`src/rtl/poco_mem_arb.sv`:
```
// Arbitrates one single-port RAM among host, data and instruction ports (host > data > instr, with a starvation guard for the CPU ports).
// Grant is combinational and read data returns one cycle after grant; optional round-robin d/i arbitration when MEMARB_RR_EN is defined.
module poco_mem_arb #(
    parameter int DATA_W     = 16,
    parameter int ADDR_W     = 16,
    parameter int STARVE_MAX = 4
) (
    input  logic              clk,
    input  logic              rst_n,
    input  logic              i_req,
    input  logic [ADDR_W-1:0] i_addr,
    output logic              i_gnt,
    output logic              i_rvalid,
    output logic [DATA_W-1:0] i_rdata,
    input  logic              d_req,
    input  logic              d_we,
    input  logic [ADDR_W-1:0] d_addr,
    input  logic [DATA_W-1:0] d_wdata,
    output logic              d_gnt,
    output logic              d_rvalid,
    output logic [DATA_W-1:0] d_rdata,
    input  logic              h_req,
    input  logic              h_we,
    input  logic [ADDR_W-1:0] h_addr,
    input  logic [DATA_W-1:0] h_wdata,
    output logic              h_gnt,
    output logic              h_rvalid,
    output logic [DATA_W-1:0] h_rdata,
    output logic              m_en,
    output logic              m_we,
    output logic [ADDR_W-1:0] m_addr,
    output logic [DATA_W-1:0] m_wdata,
    input  logic [DATA_W-1:0] m_rdata
);

    localparam int SC_W = $clog2(STARVE_MAX + 1);

    typedef enum logic [1:0] {
        TAG_NONE = 2'd0,
        TAG_I    = 2'd1,
        TAG_D    = 2'd2,
        TAG_H    = 2'd3
    } tag_e;

    tag_e            tag_q, tag_d;
    logic [SC_W-1:0] sc_q, sc_d;
    logic            cpu_req;
    logic            guard;
    logic            d_wins;

`ifdef MEMARB_RR_EN
    // Set when data won the most recent d/i grant; reset favours data on the first tie.
    logic last_d_q;

    always_ff @(posedge clk or negedge rst_n) begin
        if (!rst_n) begin
            last_d_q <= 1'b0;
        end else if (d_gnt || i_gnt) begin
            last_d_q <= d_gnt;
        end
    end

    assign d_wins = d_req && (!i_req || !last_d_q);
`else
    assign d_wins = d_req;
`endif

    assign cpu_req = d_req || i_req;
    assign guard   = (sc_q == SC_W'(STARVE_MAX)) && cpu_req;

    // Grants are forced low while reset is asserted so the RAM sees no access.
    always_comb begin
        h_gnt = 1'b0;
        d_gnt = 1'b0;
        i_gnt = 1'b0;
        if (rst_n) begin
            if (h_req && !guard) begin
                h_gnt = 1'b1;
            end else if (d_wins) begin
                d_gnt = 1'b1;
            end else if (i_req) begin
                i_gnt = 1'b1;
            end
        end
    end

    always_comb begin
        m_en    = h_gnt || d_gnt || i_gnt;
        m_we    = 1'b0;
        m_addr  = '0;
        m_wdata = '0;
        tag_d   = TAG_NONE;
        if (h_gnt) begin
            m_we    = h_we;
            m_addr  = h_addr;
            m_wdata = h_wdata;
            tag_d   = h_we ? TAG_NONE : TAG_H;
        end else if (d_gnt) begin
            m_we    = d_we;
            m_addr  = d_addr;
            m_wdata = d_wdata;
            tag_d   = d_we ? TAG_NONE : TAG_D;
        end else if (i_gnt) begin
            m_addr  = i_addr;
            tag_d   = TAG_I;
        end
    end

    // Counts host wins while a CPU port waits; any CPU win or idle CPU clears it.
    always_comb begin
        sc_d = sc_q;
        if (!cpu_req || d_gnt || i_gnt) begin
            sc_d = '0;
        end else if (h_gnt) begin
            sc_d = sc_q + SC_W'(1);
        end
    end

    always_ff @(posedge clk or negedge rst_n) begin
        if (!rst_n) begin
            tag_q <= TAG_NONE;
            sc_q  <= '0;
        end else begin
            tag_q <= tag_d;
            sc_q  <= sc_d;
        end
    end

    assign h_rvalid = rst_n && (tag_q == TAG_H);
    assign d_rvalid = rst_n && (tag_q == TAG_D);
    assign i_rvalid = rst_n && (tag_q == TAG_I);
    assign h_rdata  = rst_n ? m_rdata : '0;
    assign d_rdata  = rst_n ? m_rdata : '0;
    assign i_rdata  = rst_n ? m_rdata : '0;

endmodule

```
`config.mk`:
```
export PLATFORM = sky130hd
export DESIGN_NAME = poco_mem_arb
export DESIGN_NICKNAME = d
export VERILOG_FILES = /design/src/rtl/poco_mem_arb.sv
export SDC_FILE = /design/constraint.sdc
export NUM_CORES = 1
export LEC_CHECK = 0
export ABC_CLOCK_PERIOD_IN_PS = 1600
export BUFFER_PORTS_ARGS = -buffer_cell sky130_fd_sc_hd__buf_2
export CAP_MARGIN = 20
export CORE_AREA = 2 2 74 76
export CTS_CLUSTER_SIZE = 30
export DETAILED_ROUTE_END_ITERATION = 12
export DIE_AREA = 0 0 76 78
export PLACE_DENSITY_LB_ADDON = 0.25
export SLEW_MARGIN = 20
export SYNTH_ARGS = -nofsm -noshare
export SYNTH_HDL_FRONTEND = slang
export SYNTH_SLANG_ARGS = --single-unit
```
`constraint.sdc`:
```
create_clock -name clk -period 1.6 [get_ports clk]
set_clock_uncertainty 0.15 [all_clocks]
set_input_delay 0.08 -clock clk [delete_from_list [all_inputs] [get_ports clk]]
set_output_delay 0.08 -clock clk [all_outputs]
set_load 0.02 [all_outputs]
```
==> qor.tcl <==
set qor(outcome) {complete, but fails checks}
set qor(violations_in_the_final_reports) {setup timing}
set qor(drtAntennaViolNets) 0
set qor(wl_mm) 6.116
set qor(clock_sinks) 5
set qor(timing.max_slew.rel_slack_pct) 70.38
set qor(critical_path.slowest_cell) {dfrtp_1}
set qor(hold_viol_final) 0
set qor(post-route-worst-setup-slack_ns) -0.3247
set qor(row_count) 26
set qor(post_synth_main_area_contributors) {buf_4, a22o_1, dfrtp_1, and2_1, a221o_1}
set qor(finalNetCount) 445
set qor(first_pass_grt_wire_length_mm) 9.121
set qor(number_of_antenna_violations_at_the_first_check_in_global_routing) 0
set qor(die_height_um) 78
set qor(antenna_cells_inserted) 0
set qor(n_fill_cell) 510
set qor(clkTransAtPathRegs_ns) 0.04
set qor(portion_of_synthesized_cell_area_occupied_by_the_leading_cell_type_pct) 19.98
set qor(class_of_the_most_critical_setup_path) {reg2out}
set qor(fp.dieArea_sq_um) 5928
set qor(post_synthesis_instance_total) 163
set qor(fmax_ghz) 0.5196
set qor(grt.met2_usage_pct) 35.00
set qor(vdd.ir_drop.worst_uv) 417.6
set qor(timing.final.max_slew_violations) 0
set qor(dp_hpwl_mm) 4.606
set qor(via_per_inst) 4.538
set qor(critical-path-max-stage-delay_ns) 0.36
set qor(cpLargestDelayFamily) {compound AO/OA/AOI/OAI gates}
set qor(required_ns) 1.37
set qor(io_buffers) 190
set qor(place.gp.congestion) 0.7495
set qor(synth_enable_flop_cells) 0
set qor(post_drt_wl_per_cell_um) 14.95
set qor(synth-warning-count) 0
set qor(crit_chain) {inv_2, ha_4, a21boi_2, nor2_4, a221o_1, buf_6}
set qor(detailedRoute.firstIterationViolations) 56
set qor(critical_path.max_fanout) 5
set qor(timing.hold.worst.class) {in2reg}
set qor(postSynthRegisterBits) 5
set qor(chipWidth_um) 76
set qor(worst_setup_end_kind) {output port}
set qor(ctsHtreeMaxLevel) 1
set qor(total_iterations_of_the_first_detailed_routing_run) 4
set qor(timing.final.setup_violations) 36
set qor(p_leak_nw) 1.423
set qor(groute.usage.overall_pct) 18.76
set qor(timing.max_cap.violations) 0
set qor(post-layout-total-power_mw) 1.153
set qor(multi_input_comb_area_sq_um) 902.1
set qor(io_pins) 191
set qor(cp.buffers_inverters) 2
set qor(worst_hold_path.num_cells) 4
set qor(seqCellArea_sq_um) 125.1
set qor(worst_slew_pin_slew_ns) 0.4443
set qor(gr-usage-met1_pct) 22.99
set qor(clock_tree_root_buffer_cell) {clkbuf_8}
set qor(setup_total_negative_slack_ns) -9.486
set qor(clock_tree.buffer_depth) 2
set qor(rsz_0062_raised_after_global_routing) {true}
set qor(synth_area_per_cell_sq_um) 7.837
set qor(dp_worst_setup_slack_ns) -0.1429
set qor(ys_dominant_reg_cell) {dfrtp_1}
set qor(startpoint_type) {flip-flop}
set qor(critical_path_cell_count) 6
set qor(numCtsBuffers) 3
set qor(mappedNetlistArea_sq_um) 1277
set qor(top_usage_layer) {met2}
set qor(fin_crit_sh_pct) 120.3
set qor(synth.largest_area_cell) {buf_4}
set qor(drc) 0
set qor(globalRoute.totalOverflow) 0
set qor(drive_above_1_share_pct) 69.91
set qor(core_sq_um) 5042
set qor(cp_data_arrival_time_ns) 1.69
set qor(final_period_minus_worst_setup_slack_ns) 1.925
set qor(yosys.cell_types.count) 33
set qor(flow.area_growth_from_synthesis_pct) 101.3
set qor(synthArstFlopShare_pct) 100.0
set qor(grt_max_degree) 32
set qor(yosysSeqAreaShare_pct) 9.794
set qor(number_of_vias_after_detailed_routing) 1856
set qor(start_util_pct) 25.33
set qor(clock_insertion_delay_worst_skew_ns) 0.22
set qor(rr_worst_depth) 7
set qor(grt_util_met3_pct) 2.558
set qor(cts_tree) {done}
set qor(power-per-cell-area_nw_per_um2) 448.6
set qor(first_global_vias) 1773
set qor(syn-num-nets) 268
-- worst paths after layout --
path                                      from                  end  slack (ns)
max                        sc_q[0]$_DFFE_PN0P_           m_addr[11]       -0.32
min                                      d_req  sc_q[1]$_DFFE_PN0P_        0.20
max reg2reg                sc_q[0]$_DFFE_PN0P_   tag_q[0]$_DFF_PN0_           0
min reg2reg                sc_q[1]$_DFFE_PN0P_  sc_q[1]$_DFFE_PN0P_        0.48
max in group asynchronous                rst_n   tag_q[0]$_DFF_PN0_        0.56
min in group asynchronous                rst_n  sc_q[2]$_DFFE_PN0P_        0.33
-- synth_stat cells (2+ instances only) --
cell / count
a21oi_1: 2
a221o_1: 9
a22o_1: 17
and2_1: 18
and3_2: 9
buf_2: 3
buf_4: 34
buf_6: 4
clkbuf_1: 3
dfrtp_1: 5
ha_1: 2
inv_1: 3
nand2_1: 5
nand3_1: 13
nand3b_1: 2
nand4b_1: 6
nor2_1: 4
nor3b_1: 2
o211ai_1: 6
o21ai_0: 2
o22ai_1: 2
-- through the flow --
stage	util (%)	cells	area (sq um)	hold slack (ns)
3_3_place_gp	42.51	393	2143	-0.2701
2_1_floorplan	-	163	1335	-0.3656
6_report	50.99	409	2571	0.2008
3_5_place_dp	42.51	393	2143	-0.2683
4_1_cts	49.70	406	2506	0.05664
5_1_grt	50.99	409	2571	0.2618
-- kinds of logic after synthesis --
family | Yosys count | synth area share, %
AOI/OAI and AO/OA | 43 | 29.29
and+or+nand+nor | 63 | 30.56
adders and majority gates | 2 | 1.959
buffers and inverters | 50 | 28.40
DFF | 5 | 9.794
-- sequential cells by signal (all words and copies together) (netlist names) --
register  cells
tag_q         2
sc_q          3
-- routing by layer --
metal	vias up	part of all wire, %
li1	935	-
met1	855	40
met2	59	54
met3	7	4.7
met4	0	0.92
met5	-	0
-- where the power goes --
group	internal, mW	leakage, nW	switching (mW)
Combinational	0.374	1.33	0.402
Sequential	0.134	0.0671	0.00582
Clock	0.171	0.0228	0.0650
Total	0.680	1.42	0.473
-- worst register-to-register path, cell delays in order, from the launching register on --
cell	delay, ns
dfrtp_1	0.36
inv_2	0.06
ha_4	0.19
o211ai_4	0.10
nand2_4	0.13
buf_4	0.16
buf_4	0.12
o22ai_1	0.22
-- cell type report --
class,instances,share of cell area [%]
inverters,5,1.509
flip-flops and latches,5,4.866
multi-input cells,110,35.09
repair buffers,214,52.94
repair inverters,1,0.4380
well taps,70,3.406
clock buffers,4,1.752
-- repair_timing --
item                                   in CTS  in global routing
setup buffers                               3                  2
setup endpoints to repair                  36                 91
gates cloned                                3                  0
endpoints found under the hold margin       7                  5
gates resized for setup                    71                 10
pin swaps                                  11                 14
hold buffers                                3                  2
-- cell usage in the layout (no fill, tap or decap), drive strengths merged --
| master | Yosys | routed |
|---|---|---|
| dfrtp | 5 | 5 |
| a21boi | 1 | 1 |
| dlymetal6s4s | 0 | 1 |
| dlygate4sd3 | 0 | 4 |
| a221o | 9 | 9 |
| and3 | 10 | 10 |
| nand3 | 13 | 13 |
| inv | 5 | 6 |
| nor3 | 1 | 1 |
| nor3b | 2 | 2 |
| and2 | 18 | 18 |
| o22ai | 2 | 2 |
| a21bo | 1 | 2 |
| buf | 42 | 209 |
| o211ai | 7 | 7 |
| a22o | 17 | 17 |
| a32oi | 1 | 1 |
| nand4b | 6 | 6 |
| a32o | 1 | 1 |
| ha | 2 | 2 |
| a21oi | 2 | 2 |
| nand3b | 2 | 2 |
| o21ai | 2 | 2 |
| nor2 | 5 | 6 |
| nand2 | 6 | 6 |
| clkbuf | 3 | 4 |
No activity file was read; power rests on OpenSTA's default activity.
